File: config.mk
export PLATFORM = sky130hd
export DESIGN_NAME = reg_file_sb
export DESIGN_NICKNAME = d
export VERILOG_FILES = /design/src/rtl/reg_file_pkg.sv /design/src/rtl/reg_pend_cnt.sv /design/src/rtl/reg_file_sb.sv
export SDC_FILE = /design/constraint.sdc
export NUM_CORES = 2
export LEC_CHECK = 0
export BUFFER_PORTS_ARGS = -buffer_cell sky130_fd_sc_hd__buf_2
export CAP_MARGIN = 5
export CORE_MARGIN = 3
export CORE_UTILIZATION = 65
export CTS_BUF_LIST = sky130_fd_sc_hd__clkbuf_2
export DETAILED_ROUTE_END_ITERATION = 7
export GPL_TIMING_DRIVEN = 0
export HOLD_SLACK_MARGIN = 0.05
export PLACE_DENSITY = 0.82
export SYNTH_ARGS = -nofsm -noshare
export SYNTH_HDL_FRONTEND = slang
export SYNTH_SLANG_ARGS = --single-unit
export TNS_END_PERCENT = 50
File: constraint.sdc
create_clock -name clk -period 6 [get_ports clk]
set_input_delay 1.8 -clock clk [delete_from_list [all_inputs] [get_ports clk]]
set_output_delay 1.8 -clock clk [all_outputs]
set_load 0.01 [all_outputs]
File: src/rtl/reg_file_pkg.sv
// Shared defaults and constants for the scoreboarded register file.
package reg_file_pkg;
    localparam int DEF_DATA_WIDTH = 32;
    localparam int DEF_ADDR_WIDTH = 5;
    localparam int DEF_PEND_W     = 2;
    localparam int ZERO_REG       = 0;
endpackage

File: src/rtl/reg_pend_cnt.sv
// Per-register pending-write counter; the issue side is expected to stop
// incrementing once 'full' is seen, so the counter never wraps.
module reg_pend_cnt #(
    parameter int PEND_W = 2
) (
    input  logic              clk,
    input  logic              resetn,
    input  logic              inc,
    input  logic              dec,
    output logic [PEND_W-1:0] count,
    output logic              nonzero,
    output logic              full
);
    logic [PEND_W-1:0] cnt_q, cnt_d;

    // Simultaneous claim and retire cancel out.
    always_comb begin
        cnt_d = cnt_q;
        if (inc && !dec)
            cnt_d = cnt_q + PEND_W'(1);
        else if (dec && !inc)
            cnt_d = cnt_q - PEND_W'(1);
    end

    always_ff @(posedge clk or negedge resetn) begin
        if (!resetn)
            cnt_q <= '0;
        else
            cnt_q <= cnt_d;
    end

    assign count   = cnt_q;
    assign nonzero = |cnt_q;
    assign full    = &cnt_q;
endmodule

File: src/rtl/reg_file_sb.sv
// Register file with per-register pending-write scoreboard.
// Define REG_FILE_WRITE_BYPASS_EN to forward same-cycle writeback data to the read ports.
module reg_file_sb
    import reg_file_pkg::*;
#(
    parameter int DATA_WIDTH = DEF_DATA_WIDTH,
    parameter int ADDR_WIDTH = DEF_ADDR_WIDTH,
    parameter int PEND_W     = DEF_PEND_W
) (
    input  logic                  clk,
    input  logic                  resetn,
    input  logic [ADDR_WIDTH-1:0] raddr1,
    input  logic [ADDR_WIDTH-1:0] raddr2,
    output logic [DATA_WIDTH-1:0] rdata1,
    output logic [DATA_WIDTH-1:0] rdata2,
    output logic                  busy1,
    output logic                  busy2,
    input  logic                  iss_valid,
    input  logic [ADDR_WIDTH-1:0] iss_addr,
    output logic                  iss_ready,
    input  logic                  wen,
    input  logic [ADDR_WIDTH-1:0] waddr,
    input  logic [DATA_WIDTH-1:0] wdata,
    output logic                  wb_err
);
    localparam int REG_NUM = 2 ** ADDR_WIDTH;

    logic [DATA_WIDTH-1:0]          mem_q [REG_NUM];
    logic [REG_NUM-1:0][PEND_W-1:0] pend;
    logic [REG_NUM-1:0]             nonzero;
    logic [REG_NUM-1:0]             full;
    logic                           wb_err_q, wb_err_d;
    logic                           iss_zero, fire, wr_nz, retire;

    assign pend[ZERO_REG]    = '0;
    assign nonzero[ZERO_REG] = 1'b0;
    assign full[ZERO_REG]    = 1'b0;

    assign iss_zero  = (iss_addr == ADDR_WIDTH'(ZERO_REG));
    assign iss_ready = iss_zero || !full[iss_addr];
    assign fire      = iss_valid && iss_ready && !iss_zero;
    assign wr_nz     = wen && (waddr != ADDR_WIDTH'(ZERO_REG));
    assign retire    = wr_nz && nonzero[waddr];

    for (genvar r = 1; r < REG_NUM; r++) begin : g_pend
        reg_pend_cnt #(.PEND_W(PEND_W)) u_cnt (
            .clk     (clk),
            .resetn  (resetn),
            .inc     (fire && (iss_addr == ADDR_WIDTH'(r))),
            .dec     (retire && (waddr == ADDR_WIDTH'(r))),
            .count   (pend[r]),
            .nonzero (nonzero[r]),
            .full    (full[r])
        );
    end

    // Register 0 is never written, so it keeps its reset value of zero.
    always_ff @(posedge clk or negedge resetn) begin
        if (!resetn) begin
            for (int i = 0; i < REG_NUM; i++)
                mem_q[i] <= '0;
        end else if (wr_nz) begin
            mem_q[waddr] <= wdata;
        end
    end

    assign wb_err_d = wb_err_q || (wr_nz && !nonzero[waddr]);

    always_ff @(posedge clk or negedge resetn) begin
        if (!resetn)
            wb_err_q <= 1'b0;
        else
            wb_err_q <= wb_err_d;
    end

    assign wb_err = wb_err_q;

`ifdef REG_FILE_WRITE_BYPASS_EN
    // A retiring last write clears busy in the same cycle it lands.
    always_comb begin
        rdata1 = mem_q[raddr1];
        rdata2 = mem_q[raddr2];
        busy1  = (pend[raddr1] != '0);
        busy2  = (pend[raddr2] != '0);
        if (wr_nz && (waddr == raddr1)) begin
            rdata1 = wdata;
            if (retire && (pend[raddr1] == PEND_W'(1)))
                busy1 = 1'b0;
        end
        if (wr_nz && (waddr == raddr2)) begin
            rdata2 = wdata;
            if (retire && (pend[raddr2] == PEND_W'(1)))
                busy2 = 1'b0;
        end
    end
`else
    always_comb begin
        rdata1 = mem_q[raddr1];
        rdata2 = mem_q[raddr2];
        busy1  = (pend[raddr1] != '0);
        busy2  = (pend[raddr2] != '0);
    end
`endif
endmodule

# After elaboration in Yosys (flattened, before gate mapping)
# Index checks and enable logic that the tools add are counted.
classes:
  add_sub_neg: 62
  mul: 0
  div_mod_pow: 0
  order_cmp: 8
  eq_ne: 62
  shift: 0
  n_mux: 79
  n_bitwise: 3
  n_reduce_logical: 294
op_table:
  columns: ["operator", "count"]
  rows:
  - ["bitwise mux 1024 bit", 1]
  - ["binary-select mux 32 bit (select 5 bit)", 2]
  - ["demux 32 bit (select 5 bit)", 1]
  - ["== test 5 bit, second input constant", 32]
  - ["two-way mux 32 bit", 5]
  - ["logical AND 1 bit", 130]
  - ["two-way mux 2 bit", 64]
  - ["== test 5 x 4 -> 1 bit, second input constant", 16]
  - ["nonzero test 2 bit", 33]
  - ["logical NOT 1 bit", 65]
  - ["adder 2 x 1 -> 2 bit, second input constant", 31]
  - ["AND reduction 2 bit", 31]
  - ["OR reduction 2 bit", 31]
  - ["subtractor 2 x 1 -> 2 bit, second input constant", 31]
  - ["== test 5 x 3 -> 1 bit, second input constant", 8]
  - ["less-than comparator 5 x 6 -> 1 bit, second input constant", 4]
  - ["binary-select mux 2 bit (select 5 bit)", 2]
  - ["== test 5 x 2 -> 1 bit, second input constant", 4]
  - ["greater-or-equal comparator 6 bit, second input constant", 3]
  - ["inverter 5 -> 6 bit", 3]
  - ["binary-select mux 1 bit (select 5 bit)", 2]
  - ["== test 5 x 1 -> 1 bit, second input constant", 2]
  - ["less-than comparator 6 x 1 -> 1 bit, second input constant", 1]
  - ["logical NOT 5 bit", 1]
  - ["3 further kinds", 5]
word_totals:
  reg_bits: 1087
  latchBits: 0
  mem_bits_rw: 0
  romBits: 0
  output_inout_bits: 68
  word_cells: 572
  n_memories: 0

# Logic depth before layout (Yosys ltp)
logic_depth:
  word_depth: 12
  ltp_mapped: 13
  depth_no_buf: 9

# Hierarchy
# Synthesis repeated with hierarchy kept, for this count alone.
unflattened:
  cells_unflattened: 4117
  hier_area_um2: 59261.8
modules_own_cells:
  columns: ["mod", "instances", "cells_each", "area_each_um2", "seq_area_each_um2"]
  rows:
  - ["reg_file_sb", 1, 3807, 55848.6, 25649.6]
  - ["reg_pend_cnt", 31, 10, 110.1, 50.0]

# Worst setup path before layout
# Ideal clock, no wire load.
synth_path:
  kind: "input-to-output"
  startpoint: "in raddr2[1]"
  endpoint: "out rdata2[0]"
  t_arrival_ps: 3754
  required_ps: 4200
  path_slack_ps: 446
  cell_stages: 6
  n_path_buf: 3
  cell_sequence: "clkbuf_1 > clkbuf_1 > buf_1 > mux4_2 > mux4_2 > mux2_2"
synth_via:
  elab_chain_len: 4
synth_rtl:
  columns: ["item", "line", "source"]
  rows:
  - ["from (decl)", "reg_file_sb.sv:13", "input logic [ADDR_WIDTH-1:0] raddr2,"]
  - ["inverter 5 -> 6 bit (not written as such)", "reg_file_sb.sv:99", "rdata2 = mem_q[raddr2];"]
  - ["binary-select mux 32 bit (select 5 bit)", "reg_file_sb.sv:99", null]
  - ["two-way mux 32 bit (not written as such) (2 in a row)", "reg_file_sb.sv:99", null]
  - ["to (decl)", "reg_file_sb.sv:15", "output logic [DATA_WIDTH-1:0] rdata2,"]
# No other way between the ends. The select of a mux whose other input is x is not followed.

# Final worst setup path
layout_path:
  startpoint: "in raddr1[1]"
  endpoint: "out rdata1[0]"
layout_via:
  elab_chain_len: 4
layout_rtl:
  columns: ["item", "line", "source"]
  rows:
  - ["from (decl)", "reg_file_sb.sv:12", "input logic [ADDR_WIDTH-1:0] raddr1,"]
  - ["inverter 5 -> 6 bit (not written as such)", "reg_file_sb.sv:98", "rdata1 = mem_q[raddr1];"]
  - ["binary-select mux 32 bit (select 5 bit)", "reg_file_sb.sv:98", null]
  - ["two-way mux 32 bit (not written as such) (2 in a row)", "reg_file_sb.sv:98", null]
  - ["to (decl)", "reg_file_sb.sv:14", "output logic [DATA_WIDTH-1:0] rdata1,"]
# No other way between the ends. The select of a mux whose other input is x is not followed.

==> flow_summary.toml <==
[timing]
slew_headroom_pct = -1.40
setup_ws_ps = -107
rsz0062_at_grt = "yes"
fin_worst_skew_ps = 66.6
min_period_ps = 6110
final.period_utilization_pct = 102
finalSetupViolations = 15
tightest_slew_ps = 1520
drv_slew = 11
setup_tns_ps = -541
final-hold-violation-count = 0
fmax_mhz = 164

[global_routing]
grt_pass1_vias = 41700
antenna_found_initial = 10
grt_pass1_wl_microns = 290000
gr-total-overflow = 0
grt_util_all_layers_pct = 44.3
grt_start_max_net_pins = 162

[route]
vias = 41100
routed_wl_microns = 204000
drtAntennaViolNets = 0
drt_iter0_drc = 5661
drc = 0
dr.pass1.iters = 8
wire_per_inst_microns = 37.7
avgViaCountPerCell = 7.57

[worst_setup_path]
cp.required_ps = 4200
critPathMaxFanout = 10
critical_path.startpoint_type = "input pin"
critical_path_arrival_ps = 4310
critPathKind = "input pin to output port"
endpoint_kind = "output port"

[power]
p_total_w = 0.0205
peakVddDrop_uv = 233
leakagePower_nw = 28.4
cellPowerDensity_mw_per_mm2 = 322

[placement]
dp_hpwl_microns = 134000
dp_slack_ps = -1560
io_buffers = 110
routabilityCongestion = 0.990

[outcome]
outcome = "finished, violations left"
violations = "max-capacitance violations, max-slew violations, negative setup slack"

[floorplanning]
die_h_microns = 307
core_area_sq_mm = 0.0889
rows = 109
top_level_ports = 124
initial_core_util_pct = 66.0
dieArea_sq_mm = 0.0940
die_w_microns = 307

[synthesis]
synth_edf_count = 0
syn_area_per_cell_sq_um = 16.1
synth.ff_latch_count = 1087
ys_async_sr_fraction_pct = 100
synthesis.nets = 3737
ys_seq_area_share_pct = 46.3
netlist_area_sq_mm = 0.0587
synth_cells = 3650
ys_types = 58
ys.warnings.count = 0
synthFlopType = "dfrtp_1"

[job]
maxCapViolations = 1

[cts]
cts_tree = "built"
clkTransAtPathRegs_ps = 100
clk_path_buf_depth = 4
h-tree-depth = 5
cts-buffers-inserted = 297
cts-root-buf = "clkbuf_2"
cts.sinks = 1087
clock_latency_ps = 1620
postCtsSetupRepairBufs = 0

[hold_path]
hold_path.class = "input pin to asynchronous set/reset pin"

[final_layout]
seqCellArea_sq_mm = 0.0272
mostFrequentLayoutCells = "1087 x dfrtp_1, 1056 x mux2_2, 661 x mux4_2"
drive_above_1_share_pct = 59.2
area_growth_pct = 8.75
final_common_cell = "dfrtp_1"
fillers = 5802
multi_input_area_sq_mm = 0.0297
final_util_pct = 71.8
fin_nets = 4168
[per-stage QoR]
stage	cell area (sq um)	cells	hold WS [ps]
2_1_floorplan	58700	3650	441
3_3_place_gp	60700	4925	453
3_5_place_dp	61100	4943	466
4_1_cts	63800	5410	114
5_1_grt	63800	5420	147
6_report	63900	5426	104
[critical path, cell delays in order]
cell	delay, ps
clkbuf_1	500
buf_2	560
mux4_2	390
mux4_2	530
mux2_2	350
buf_2	160
[final cells by class]
cell class                      count  area share (%)
Inverter                            4          0.0235
Clock buffer                      410            3.21
Multi-Input combinational cell   2153            46.5
Clock inverter                     57           0.482
Buffer                            406            3.31
Tap cell                         1165            2.28
Antenna cell                       12          0.0470
Timing Repair Buffer              132            1.53
Sequential cell                  1087            42.6
[flip-flops by register name, summed over array words and instances, names as in the netlist]
register            cells
mem_q                1024
wb_err                  1
g_pend.u_cnt.count     62
[layer usage]
metal	GRT usage (%)	vias up	wire (microns)
met1	54.9	21200	67900
met5	1.47	-	236
met3	19.5	1078	30900
met2	62.3	3577	87500
li1	-	15200	-
met4	31.7	8	17900
[synth_stat cells, types with 3 or more instances]
library cell  count  area share [%]
nand2_1          67            0.43
nor2_1           77            0.49
nand3_1          32            0.27
nand2b_1          5           0.053
buf_2           106            0.90
nor4b_2           7            0.18
dfrtp_1        1087              46
o21ai_0           4           0.034
xor2_1           62            0.92
buf_1            48            0.31
a211oi_1          5           0.064
a21oi_1           6           0.051
nor2b_1           6           0.064
nor4_1            3           0.032
xnor2_1          31            0.46
nor4b_1           5           0.075
mux4_2          661              25
buf_4            23            0.29
nand4_1           8           0.085
mux2i_1           4           0.068
buf_6             8            0.15
clkbuf_1        221             1.4
nor3_1           28            0.24
nor4bb_1          3           0.051
a311o_1           3           0.051
and3_1            5           0.053
ha_1             31            0.66
mux2_2         1056              20
and2_1            7           0.075
[what timing repair did]
item / 4_1_cts / 5_1_grt
resized for setup: 156 / 33
hold endpoints to repair: 0 / 0
endpoints found under the setup margin: 66 / 54
hold buffers: 0 / 0
[logic make-up after synthesis]
group / after synthesis / synth area share, %
adder cells (fa/ha/maj): 31 / 0.661
multiplexers: 1721 / 45.7
flip-flops: 1087 / 46.3
AO/OA/AOI/OAI: 46 / 0.620
buffers and inverters: 410 / 3.10
AND/OR/NAND/NOR: 262 / 2.23
XOR/XNOR: 93 / 1.39
[power by group]
group          leakage [nW]  internal, W  switching [W]  total [W]
sequential             13.9      0.00882        0.00125     0.0101
clock                  1.87      0.00194        0.00318    0.00512
combinational          12.6      0.00311        0.00224    0.00535
[worst paths after layout]
| kind | start | to | slack (ps) | depth (start not counted) |
|---|---|---|---|---|
| worst max-delay path | raddr1[1] | rdata1[0] | -110 | 6 |
| min in group clk | wdata[7] | mem_q[519] | 430 | 2 |
| max in group asynchronous | resetn | mem_q[676] | 3580 | 4 |
| worst max register to register | g_pend[15].u_cnt.count[0] | g_pend[16].u_cnt.count[1] | 2680 | 11 |
| worst min register to register | mem_q[1023] | mem_q[1023] | 490 | 1 |
| worst min-delay path | resetn | mem_q[950] | 100 | 1 |
Note: power is estimated with default switching activity, not from simulation.
